<file path="src/rtl/fb_port_arbiter.sv">
// Single-port framebuffer RAM arbiter: scanout reads take absolute priority,
// then buffered host writes, then a single outstanding host read.
module fb_port_arbiter #(
    parameter int unsigned ADDR_W     = 17,
    parameter int unsigned DATA_W     = 8,
    parameter int unsigned FIFO_DEPTH = 4
) (
    input  logic                          clk,
    input  logic                          reset_n,
    input  logic                          scan_req,
    input  logic [ADDR_W-1:0]             scan_addr,
    output logic                          scan_valid,
    output logic [DATA_W-1:0]             scan_data,
    input  logic                          host_wr_valid,
    output logic                          host_wr_ready,
    input  logic [ADDR_W-1:0]             host_wr_addr,
    input  logic [DATA_W-1:0]             host_wr_data,
    input  logic                          host_rd_req,
    input  logic [ADDR_W-1:0]             host_rd_addr,
    output logic                          host_rd_busy,
    output logic                          host_rd_valid,
    output logic [DATA_W-1:0]             host_rd_data,
    output logic [ADDR_W-1:0]             ram_addr,
    output logic [DATA_W-1:0]             ram_din,
    input  logic [DATA_W-1:0]             ram_dout,
    output logic                          ram_ce,
    output logic                          ram_wren,
    output logic [$clog2(FIFO_DEPTH):0]   fifo_level
);

    localparam int unsigned PTR_W = $clog2(FIFO_DEPTH);
    localparam int unsigned LVL_W = PTR_W + 1;

    typedef enum logic [1:0] {RD_IDLE, RD_WAIT, RD_ISSUED, RD_RETURN} rd_state_t;
    typedef enum logic [1:0] {OP_NONE, OP_SCAN, OP_HOST, OP_WR} op_t;

    logic [ADDR_W-1:0] r_fifo_addr [FIFO_DEPTH];
    logic [DATA_W-1:0] r_fifo_data [FIFO_DEPTH];
    logic [PTR_W-1:0]  r_wr_ptr;
    logic [PTR_W-1:0]  r_rd_ptr;
    logic [LVL_W-1:0]  r_level;
    logic              r_wr_ready;

    rd_state_t         r_rd_state;
    rd_state_t         w_rd_state_nxt;
    logic [ADDR_W-1:0] r_rd_addr;
    logic              r_rd_busy;
    logic              r_rd_valid;
    logic [DATA_W-1:0] r_rd_hold;

    logic [ADDR_W-1:0] r_ram_addr;
    logic [DATA_W-1:0] r_ram_din;
    logic              r_ram_ce;
    logic              r_ram_wren;
    op_t               r_pin_op;
    logic              r_scan_valid;
    logic              r_ret_host;

    op_t               w_gnt;
    logic [ADDR_W-1:0] w_gnt_addr;
    logic              w_push;
    logic              w_pop;
    logic              w_empty;
    logic [LVL_W-1:0]  w_level_nxt;

    assign w_push      = host_wr_valid & r_wr_ready;
    assign w_empty     = (r_level == '0);
    assign w_pop       = (w_gnt == OP_WR);
    assign w_level_nxt = r_level + LVL_W'(w_push) - LVL_W'(w_pop);

    // Grant: scanout, then queued writes, then the host read once writes have drained
    always_comb begin
        w_gnt      = OP_NONE;
        w_gnt_addr = r_ram_addr;
        if (scan_req) begin
            w_gnt      = OP_SCAN;
            w_gnt_addr = scan_addr;
        end else if (!w_empty) begin
            w_gnt      = OP_WR;
            w_gnt_addr = r_fifo_addr[r_rd_ptr];
        end else if (r_rd_state == RD_WAIT) begin
            w_gnt      = OP_HOST;
            w_gnt_addr = r_rd_addr;
        end
    end

    // FIFO storage carries no reset; only pointers and level define contents
    always_ff @(posedge clk) begin
        if (w_push) begin
            r_fifo_addr[r_wr_ptr] <= host_wr_addr;
            r_fifo_data[r_wr_ptr] <= host_wr_data;
        end
    end

    always_ff @(posedge clk or negedge reset_n) begin
        if (!reset_n) begin
            r_wr_ptr   <= '0;
            r_rd_ptr   <= '0;
            r_level    <= '0;
            r_wr_ready <= 1'b0;
        end else begin
            if (w_push) r_wr_ptr <= r_wr_ptr + PTR_W'(1);
            if (w_pop)  r_rd_ptr <= r_rd_ptr + PTR_W'(1);
            r_level    <= w_level_nxt;
            r_wr_ready <= (w_level_nxt != LVL_W'(FIFO_DEPTH));
        end
    end

    always_comb begin
        w_rd_state_nxt = r_rd_state;
        case (r_rd_state)
            RD_IDLE:   if (host_rd_req) w_rd_state_nxt = RD_WAIT;
            RD_WAIT:   if (w_gnt == OP_HOST) w_rd_state_nxt = RD_ISSUED;
            RD_ISSUED: w_rd_state_nxt = RD_RETURN;
            RD_RETURN: w_rd_state_nxt = RD_IDLE;
            default:   w_rd_state_nxt = RD_IDLE;
        endcase
    end

    always_ff @(posedge clk or negedge reset_n) begin
        if (!reset_n) begin
            r_rd_state <= RD_IDLE;
            r_rd_addr  <= '0;
            r_rd_busy  <= 1'b0;
            r_rd_valid <= 1'b0;
        end else begin
            r_rd_state <= w_rd_state_nxt;
            if (r_rd_state == RD_IDLE && host_rd_req) r_rd_addr <= host_rd_addr;
            r_rd_busy  <= (w_rd_state_nxt == RD_WAIT) || (w_rd_state_nxt == RD_ISSUED);
            r_rd_valid <= (w_rd_state_nxt == RD_RETURN);
        end
    end

    // RAM pins one cycle after grant; return tag one cycle after the pins
    always_ff @(posedge clk or negedge reset_n) begin
        if (!reset_n) begin
            r_ram_addr   <= '0;
            r_ram_din    <= '0;
            r_ram_ce     <= 1'b0;
            r_ram_wren   <= 1'b0;
            r_pin_op     <= OP_NONE;
            r_scan_valid <= 1'b0;
            r_ret_host   <= 1'b0;
            r_rd_hold    <= '0;
        end else begin
            r_ram_addr   <= w_gnt_addr;
            r_ram_ce     <= (w_gnt != OP_NONE);
            r_ram_wren   <= (w_gnt == OP_WR);
            if (w_gnt == OP_WR) r_ram_din <= r_fifo_data[r_rd_ptr];
            r_pin_op     <= w_gnt;
            r_scan_valid <= (r_pin_op == OP_SCAN);
            r_ret_host   <= (r_pin_op == OP_HOST);
            if (r_ret_host) r_rd_hold <= ram_dout;
        end
    end

    assign scan_valid    = r_scan_valid;
    assign scan_data     = r_scan_valid ? ram_dout : '0;
    assign host_rd_valid = r_rd_valid;
    assign host_rd_data  = r_ret_host ? ram_dout : r_rd_hold;
    assign host_rd_busy  = r_rd_busy;
    assign host_wr_ready = r_wr_ready;
    assign fifo_level    = r_level;
    assign ram_addr      = r_ram_addr;
    assign ram_din       = r_ram_din;
    assign ram_ce        = r_ram_ce;
    assign ram_wren      = r_ram_wren;

endmodule

</file>
<file path="config.mk">
export PLATFORM = sky130hd
export DESIGN_NAME = fb_port_arbiter
export DESIGN_NICKNAME = d
export VERILOG_FILES = /design/src/rtl/fb_port_arbiter.sv
export SDC_FILE = /design/constraint.sdc
export NUM_CORES = 1
export LEC_CHECK = 0
export CAP_MARGIN = 20
export CORE_MARGIN = 8
export CORE_UTILIZATION = 52
export CTS_CLUSTER_DIAMETER = 200
export DETAILED_ROUTE_END_ITERATION = 10
export GPL_TIMING_DRIVEN = 0
export PLACE_DENSITY_LB_ADDON = 0.1
export SLEW_MARGIN = 25
export SYNTH_ARGS = -nofsm -noshare
export SYNTH_HDL_FRONTEND = slang
export SYNTH_SLANG_ARGS = --single-unit
</file>
<file path="constraint.sdc">
create_clock -name clk -period 2.6 [get_ports clk]
set_input_delay 0.78 -clock clk [delete_from_list [all_inputs] [get_ports clk]]
set_output_delay 0.78 -clock clk [all_outputs]
set_load 0.05 [all_outputs]
</file>
==> impl_metrics.csv, run 1 <==
group,metric,value,unit
detailed_routing,routed_wirelength,13590,µm
clocking,cts_setup_buffers,0,
die,initial_core_util,52.81,%
critical_path,path_delay_family,"buffers and inverters",
detailed_routing,vias,3740,
clocking,path_clk_slew,0.06,ns
cells_and_area,drive_gt1_share,24.08,%
synth,synth_fp_nets,444,
power,power_frac_clock,23.8,%
die,row_count,41,
power,p_leak,3.189,nW
clocking,ctsLongestPathBuffers,2,
sta,hold_viol,0,
clocking,htreeDepth,4,
critical_path,slowest_stage,"clkdlybuf4s50_1",
detailed_routing,drt_iter0_drc,323,
clocking,cts_tree,"done",
synth,ys_seq_elements,168,
worst_hold_path,min_path_type,"primary input to asynchronous set/reset pin",
power,powerDensity,1216,nW/µm²
power,switching_share,35.92,%
clocking,cts_hold_buffers,0,
clocking,cts_sinks,168,
detailed_routing,drc_errors,0,
clocking,insertion_delay,0.42,ns
sta,rsz0062_at_grt,"no",
critical_path,cp-end-kind,"output port",
synth,synth_edf_count,100,
critical_path,critical_path.max_stage_delay,0.48,ns
sta,timing.hold.ws,0.2143,ns
global_routing,grt_max_degree,54,
die,core-area,12470,µm²
critical_path,worstPathCellList,"clkdlybuf4s50_1 -> and2_1 -> clkdlybuf4s15_2",
cells_and_area,fillers,855,
cells_and_area,antenna_cells,0,
power,p_comb_share,37.7,%
power,switching_power,3.765,mW
cells_and_area,area_growth,30.98,%
sta,worst_pin_slew,0.6752,ns
placed_design,placed_area,8039,µm²
cells_and_area,layout_common_cells,"clkdlybuf4s50_1 (103), edfxtp_1 (100), dfrtp_1 (68)",
critical_path,r2r_start,"fifo_level[1]$_DFF_PN0_",
critical_path,crit_path_max_fanout,2,
synth,synth_ff_type,"edfxtp_1",
synth,ys_seq_area_share,71.47,%
sta,fin_worst_skew,0.009649,ns
synth,synthArstFlopShare,40.48,%
power,p_seq_share,38.4,%
global_routing,grt_use_total,17.21,%
detailed_routing,wl_per_cell,19.66,µm
critical_path,startpoint_type,"primary input",
die,die_h,128.5,µm
critical_path,cp_data_required_time,1.82,ns
sta,period_minus_slack,2.563,ns
cells_and_area,finish.net_count,584,
status,status,"finished, final reports clean",
synth,synth.cell_area,6583,µm²
sta,setup_viol_count_final,0,
critical_path,critPathArrivalTime,1.78,ns
die,boundaryPins,122,
die,die_w,128.5,µm
global_routing,grt-ovfl-total,0,
synth,synth_top_area_share,45.62,%
placed_design,dp_hpwl,9301,µm
synth,syn_avg_cell_area,17.99,µm²
global_routing,grt_pass1_vias,4015,
sta,slew_viol_final,0,
critical_path,startpoint,"ram_dout[2]",
job,cap_violations,0,
cells_and_area,final_area,8622,µm²
sta,fin_crit_sh,98.57,%
synth,yosys_warnings,0,
synth,ys_types,36,
sta,max_freq,390.2,MHz
die,die_area,16510,µm²
synth,synth_top_area_cell,"edfxtp_1",
critical_path,crit_buf_inv,2,
power,max-vdd-ir-drop,716.1,µV
clocking,numCtsBuffers,17,
critical_path,critPathKind,"primary input to output port",
synth,synth.area.top_cells,"edfxtp_1 (46%), dfrtp_1 (26%), mux4_2 (6.2%)",
clocking,cts_root_buf,"clkbuf_16",
placed_design,io_buffers,121,
power,intPower,6.716,mW
detailed_routing,avgViaCountPerCell,5.412,
cells_and_area,final_common_cell,"clkdlybuf4s50_1",
placed_design,gp_congestion,0.7166,
global_routing,antenna_found_initial,0,
synth,synthCells,366,
detailed_routing,firstDrtPassIters,4,
sta,relSlewSlack,54.98,%
detailed_routing,postRouteAntennaNets,0,
global_routing,grt_pass1_wl,21360,µm
## cell families (layout without fill, tap and decap cells)
logic type,Yosys count,in the layout,share of synthesized area (%)
compound gates,37,37,3.840
fa+ha+maj,6,6,1.255
flops,168,168,71.47
xor+xnor,6,6,0.7983
buf+inv,25,178,2.224
simple gates,65,65,5.588
mux,59,59,14.83
## flip-flops by register name (all words and copies together), names as in the netlist, 3 cells and up
| signal | count |
|---|---|
| ram_addr | 17 |
| r_fifo_addr | 68 |
| ram_din | 8 |
| r_rd_hold | 8 |
| r_fifo_data | 32 |
| r_rd_addr | 17 |
| fifo_level | 3 |
## final timing paths
kind	end	slack, ns	cells after the start
worst max-delay path	scan_data[2]	0.04	3
worst min-delay path	r_rd_addr[13]$_DFFE_PN0P_	0.21	1
worst max register to register	host_wr_ready$_DFF_PN0_	0.31	9
worst min register to register	scan_valid$_DFF_PN0_	0.42	1
max in group asynchronous	ram_wren$_DFF_PN0_	1.85	2
min in group clk	scan_valid$_DFF_PN0_	0.42	1
## cell usage after synthesis (2+ instances only)
library cell and number:
mux4_2 18, inv_1 3, buf_6 2, nor3_1 18, nand2_1 3, and2_1 8, clkbuf_1 4, a31oi_1 17
buf_1 2, mux4_1 7, buf_4 3, nand3_1 18, nor2_1 5, buf_2 8, mux2_2 33, xnor2_1 5
nor2b_1 4, ha_1 5, edfxtp_1 100, and3_1 4, dfrtp_1 68, a22oi_1 17
## layer usage
metal / GRT usage, % / up-vias / wire (µm)
met5: 0 / - / 0
met4: 6.012 / 0 / 174
met3: 6.909 / 15 / 1049
met2: 27.33 / 111 / 6364
met1: 21.04 / 1894 / 5999
li1: - / 1720 / -
## area by class of cell
type / count / area [µm²] / area share [%]
buffer: 19 / 130.1 / 1.509
clock buffer: 19 / 452.9 / 5.253
clock inverter: 13 / 142.6 / 1.654
inverter: 5 / 18.77 / 0.2177
multi-input combinational: 173 / 1749 / 20.29
sequential: 168 / 4705 / 54.56
tap: 172 / 215.2 / 2.496
timing repair buffer: 122 / 1209 / 14.02
## timing repair
action                                  4_1_cts  5_1_grt
pin swaps                                     0        1
gates resized for setup                      52       18
endpoints found under the setup margin       18        8
## worst register-to-register path: cells and delay by family, from the launching register on
family                   cells  cell delay (ns)
XOR/XNOR                     3             0.47
adder cells (fa/ha/maj)      2             0.57
buffers and inverters        1             0.17
flip-flops                   1             0.45
AND/OR/NAND/NOR              3             0.51
## power groups by stage
stage | combinational [mW] | clock (mW) | sequential, mW
finish | 3.96 | 2.50 | 4.03
CTS | 4.05 | 2.54 | 4.03
global route | 4.21 | 2.65 | 4.12
global placement | 4.00 | 0 | 4.03
detailed placement | 4.07 | 0 | 4.07
floorplan | 1.98 | 0 | 4.81
## metrics by stage
stage | power, mW | TNS (ns) | setup WS, ns | cells | util, %
after floorplan | 6.789 | 0 | 0.1947 | 366 | -
after global placement | 8.038 | -136.96 | -1.563 | 659 | 64.25
after detailed placement | 8.142 | -7.585 | -0.5695 | 660 | 64.49
after CTS | 10.62 | -0.005028 | -0.005028 | 691 | 69.39
after global routing | 10.97 | 0 | 0.002783 | 691 | 69.17
final | 10.48 | 0 | 0.03718 | 691 | 69.17
(Power assumes the default switching activity.)
==> run 2: changes to the inputs <==
--- a/config.mk
+++ b/config.mk
@@ -8,9 +8,9 @@
 export CAP_MARGIN = 20
 export CORE_MARGIN = 8
 export CORE_UTILIZATION = 52
+export CTS_BUF_LIST = sky130_fd_sc_hd__clkbuf_4 sky130_fd_sc_hd__clkbuf_8 sky130_fd_sc_hd__clkbuf_16
 export CTS_CLUSTER_DIAMETER = 200
 export DETAILED_ROUTE_END_ITERATION = 10
-export GPL_TIMING_DRIVEN = 0
 export PLACE_DENSITY_LB_ADDON = 0.1
 export SLEW_MARGIN = 25
 export SYNTH_ARGS = -nofsm -noshare
==> impl_metrics.csv, run 2 (synthesized netlist as in run 1, its figures left out) <==
group,metric,value,unit
detailed_routing,wl_per_cell,20.43,µm
critical_path,worstPathCellList,"clkdlybuf4s50_1",
global_routing,grt_use_total,18.02,%
detailed_routing,firstDrtPassIters,6,
critical_path,setup.worst_path.end,"fifo_level[2]",
critical_path,crit_buf_inv,1,
cells_and_area,finish.net_count,583,
cells_and_area,largestRegisters,"r_fifo_addr (68), r_fifo_data (32)",
clocking,cts_setup_buffers,0,
worst_hold_path,min_path_type,"primary input to asynchronous set/reset pin",
sta,hold_viol,0,
status,status,"finished, final reports clean",
critical_path,critPathArrivalTime,1.74,ns
sta,fin_crit_sh,96.99,%
detailed_routing,avgViaCountPerCell,5.468,
cells_and_area,area_growth,34.23,%
clocking,cts_resized,0,
clocking,cts_sinks,168,
critical_path,startpoint_type,"flip-flop",
cells_and_area,layout_common_cells,"clkdlybuf4s50_1 (104), edfxtp_1 (100), dfrtp_1 (67)",
die,die_area,16510,µm²
critical_path,critical_path.max_stage_delay,0.86,ns
critical_path,startpoint,"fifo_level[2]$_DFF_PN0_",
sta,period_minus_slack,2.522,ns
sta,relSlewSlack,62.23,%
clocking,ctsLongestPathBuffers,2,
global_routing,grt_pass1_wl,22080,µm
clocking,cts_root_buf,"clkbuf_16",
power,powerDensity,1215,nW/µm²
power,max-vdd-ir-drop,767.3,µV
clocking,cts_tree,"done",
sta,max_freq,396.6,MHz
cells_and_area,regMostFlops,"r_fifo_addr",
sta,fin_worst_skew,0.007540,ns
critical_path,crit_path_max_fanout,5,
global_routing,grt-ovfl-total,0,
sta,worst_pin_slew,0.5665,ns
global_routing,antenna_found_initial,0,
placed_design,gp_congestion,0.7641,
cells_and_area,antenna_cells,0,
placed_design,io_buffers,121,
cells_and_area,drive_gt1_share,24.13,%
die,die_w,128.5,µm
global_routing,grt_pass1_vias,4013,
critical_path,cp-end-kind,"output port",
critical_path,critPathKind,"flip-flop to output port",
die,core-area,12470,µm²
critical_path,timing.rr.end,"host_wr_ready$_DFF_PN0_",
die,die_h,128.5,µm
power,p_leak,3.275,nW
placed_design,dp_hpwl,9552,µm
critical_path,path_delay_family,"buffers and inverters",
detailed_routing,drt_iter0_drc,370,
clocking,numCtsBuffers,17,
cells_and_area,final_common_cell,"clkdlybuf4s50_1",
critical_path,critical_path_depth,1,
detailed_routing,drc_errors,0,
global_routing,grt_max_degree,36,
critical_path,slowest_stage,"clkdlybuf4s50_1",
detailed_routing,vias,3773,
critical_path,cp_data_required_time,1.82,ns
critical_path,r2r_start,"fifo_level[1]$_DFF_PN0_",
clocking,htreeDepth,4,
die,boundaryPins,122,
cells_and_area,fin_util,70.88,%
sta,rsz0062_at_grt,"no",
job,cap_violations,0,
placed_design,pre_cts_ws,-0.08195,ns
sta,setup_viol_count_final,0,
detailed_routing,postRouteAntennaNets,0,
clocking,insertion_delay,0.42,ns
critical_path,r2r_cells,8,
sta,slew_viol_final,0,
die,initial_core_util,52.81,%
critical_path,rrSetupSlack,0.48,ns
die,row_count,41,
sta,setup_ws,0.07833,ns
sta,tns,0,ns
clocking,cts_hold_buffers,0,
clocking,path_clk_slew,0.06,ns
cells_and_area,largest_register_ffs,68,
detailed_routing,routed_wirelength,14100,µm
[run 2: cell types whose count changed in the layout (fill, tap and decap cells not counted), moves of 2 or more]
| cell | previous run | this run |
|---|---|---|
| and3_1 | 0 | 4 |
| and3_2 | 4 | 0 |
| buf_1 | 2 | 0 |
| buf_12 | 1 | 22 |
| buf_2 | 15 | 0 |
| buf_4 | 4 | 14 |
| buf_6 | 3 | 0 |
| clkbuf_1 | 3 | 0 |
| clkdlybuf4s15_2 | 8 | 0 |
[run 2: worst min-delay path by stage]
stage / from / cells after the start / slack [ns] / end
6_report: reset_n / 1 / 0.31 / ram_addr[13]$_DFFE_PN0P_
3_5_place_dp: r_pin_op[0]$_DFF_PN0_ / 1 / 0.41 / r_ret_host$_DFF_PN0_
3_3_place_gp: r_pin_op[0]$_DFF_PN0_ / 1 / 0.40 / r_ret_host$_DFF_PN0_
4_1_cts: reset_n / 1 / 0.32 / r_rd_addr[9]$_DFFE_PN0P_
2_1_floorplan: r_pin_op[0]$_DFF_PN0_ / 1 / 0.39 / r_ret_host$_DFF_PN0_
5_1_grt: reset_n / 1 / 0.32 / ram_addr[13]$_DFFE_PN0P_
[run 2: layout make-up]
cell class | instances | area (µm²)
flip-flops and latches | 168 | 4706
fillers | 838 | 3630
multi-input cells | 173 | 1732
repair buffers | 140 | 1587
clock buffers | 20 | 460.4
well taps | 172 | 215.2
clock inverters | 12 | 117.6
inverters | 5 | 18.77
[run 2: power by group]
part | switching, mW | leakage [nW] | internal (mW)
registers | 0.450 | 1.72 | 3.65
clock network | 1.04 | 0.285 | 1.39
logic | 2.35 | 1.27 | 1.86
total | 3.84 | 3.27 | 6.90
[run 2: stage by stage]
stage                     total power, mW  hold slack, ns  std cells  instance area [µm²]
after global routing                11.24          0.3248        690                 8836
final                               10.74          0.3139        690                 8836
after floorplan                     6.789          0.3946        366                 6583
after global placement              8.292          0.3993        658                 8258
after detailed placement            8.406          0.4099        658                 8258
after CTS                           10.85          0.3161        690                 8836
[run 2: metal layers]
| layer | vias to the layer above | wire length, µm | global-route usage [%] |
|---|---|---|---|
| met2 | 129 | 6743 | 28.10 |
| li1 | 1717 | - | - |
| met5 | - | 0 | 0 |
| met3 | 9 | 997 | 7.158 |
| met4 | 0 | 130 | 5.183 |
| met1 | 1918 | 6226 | 22.95 |
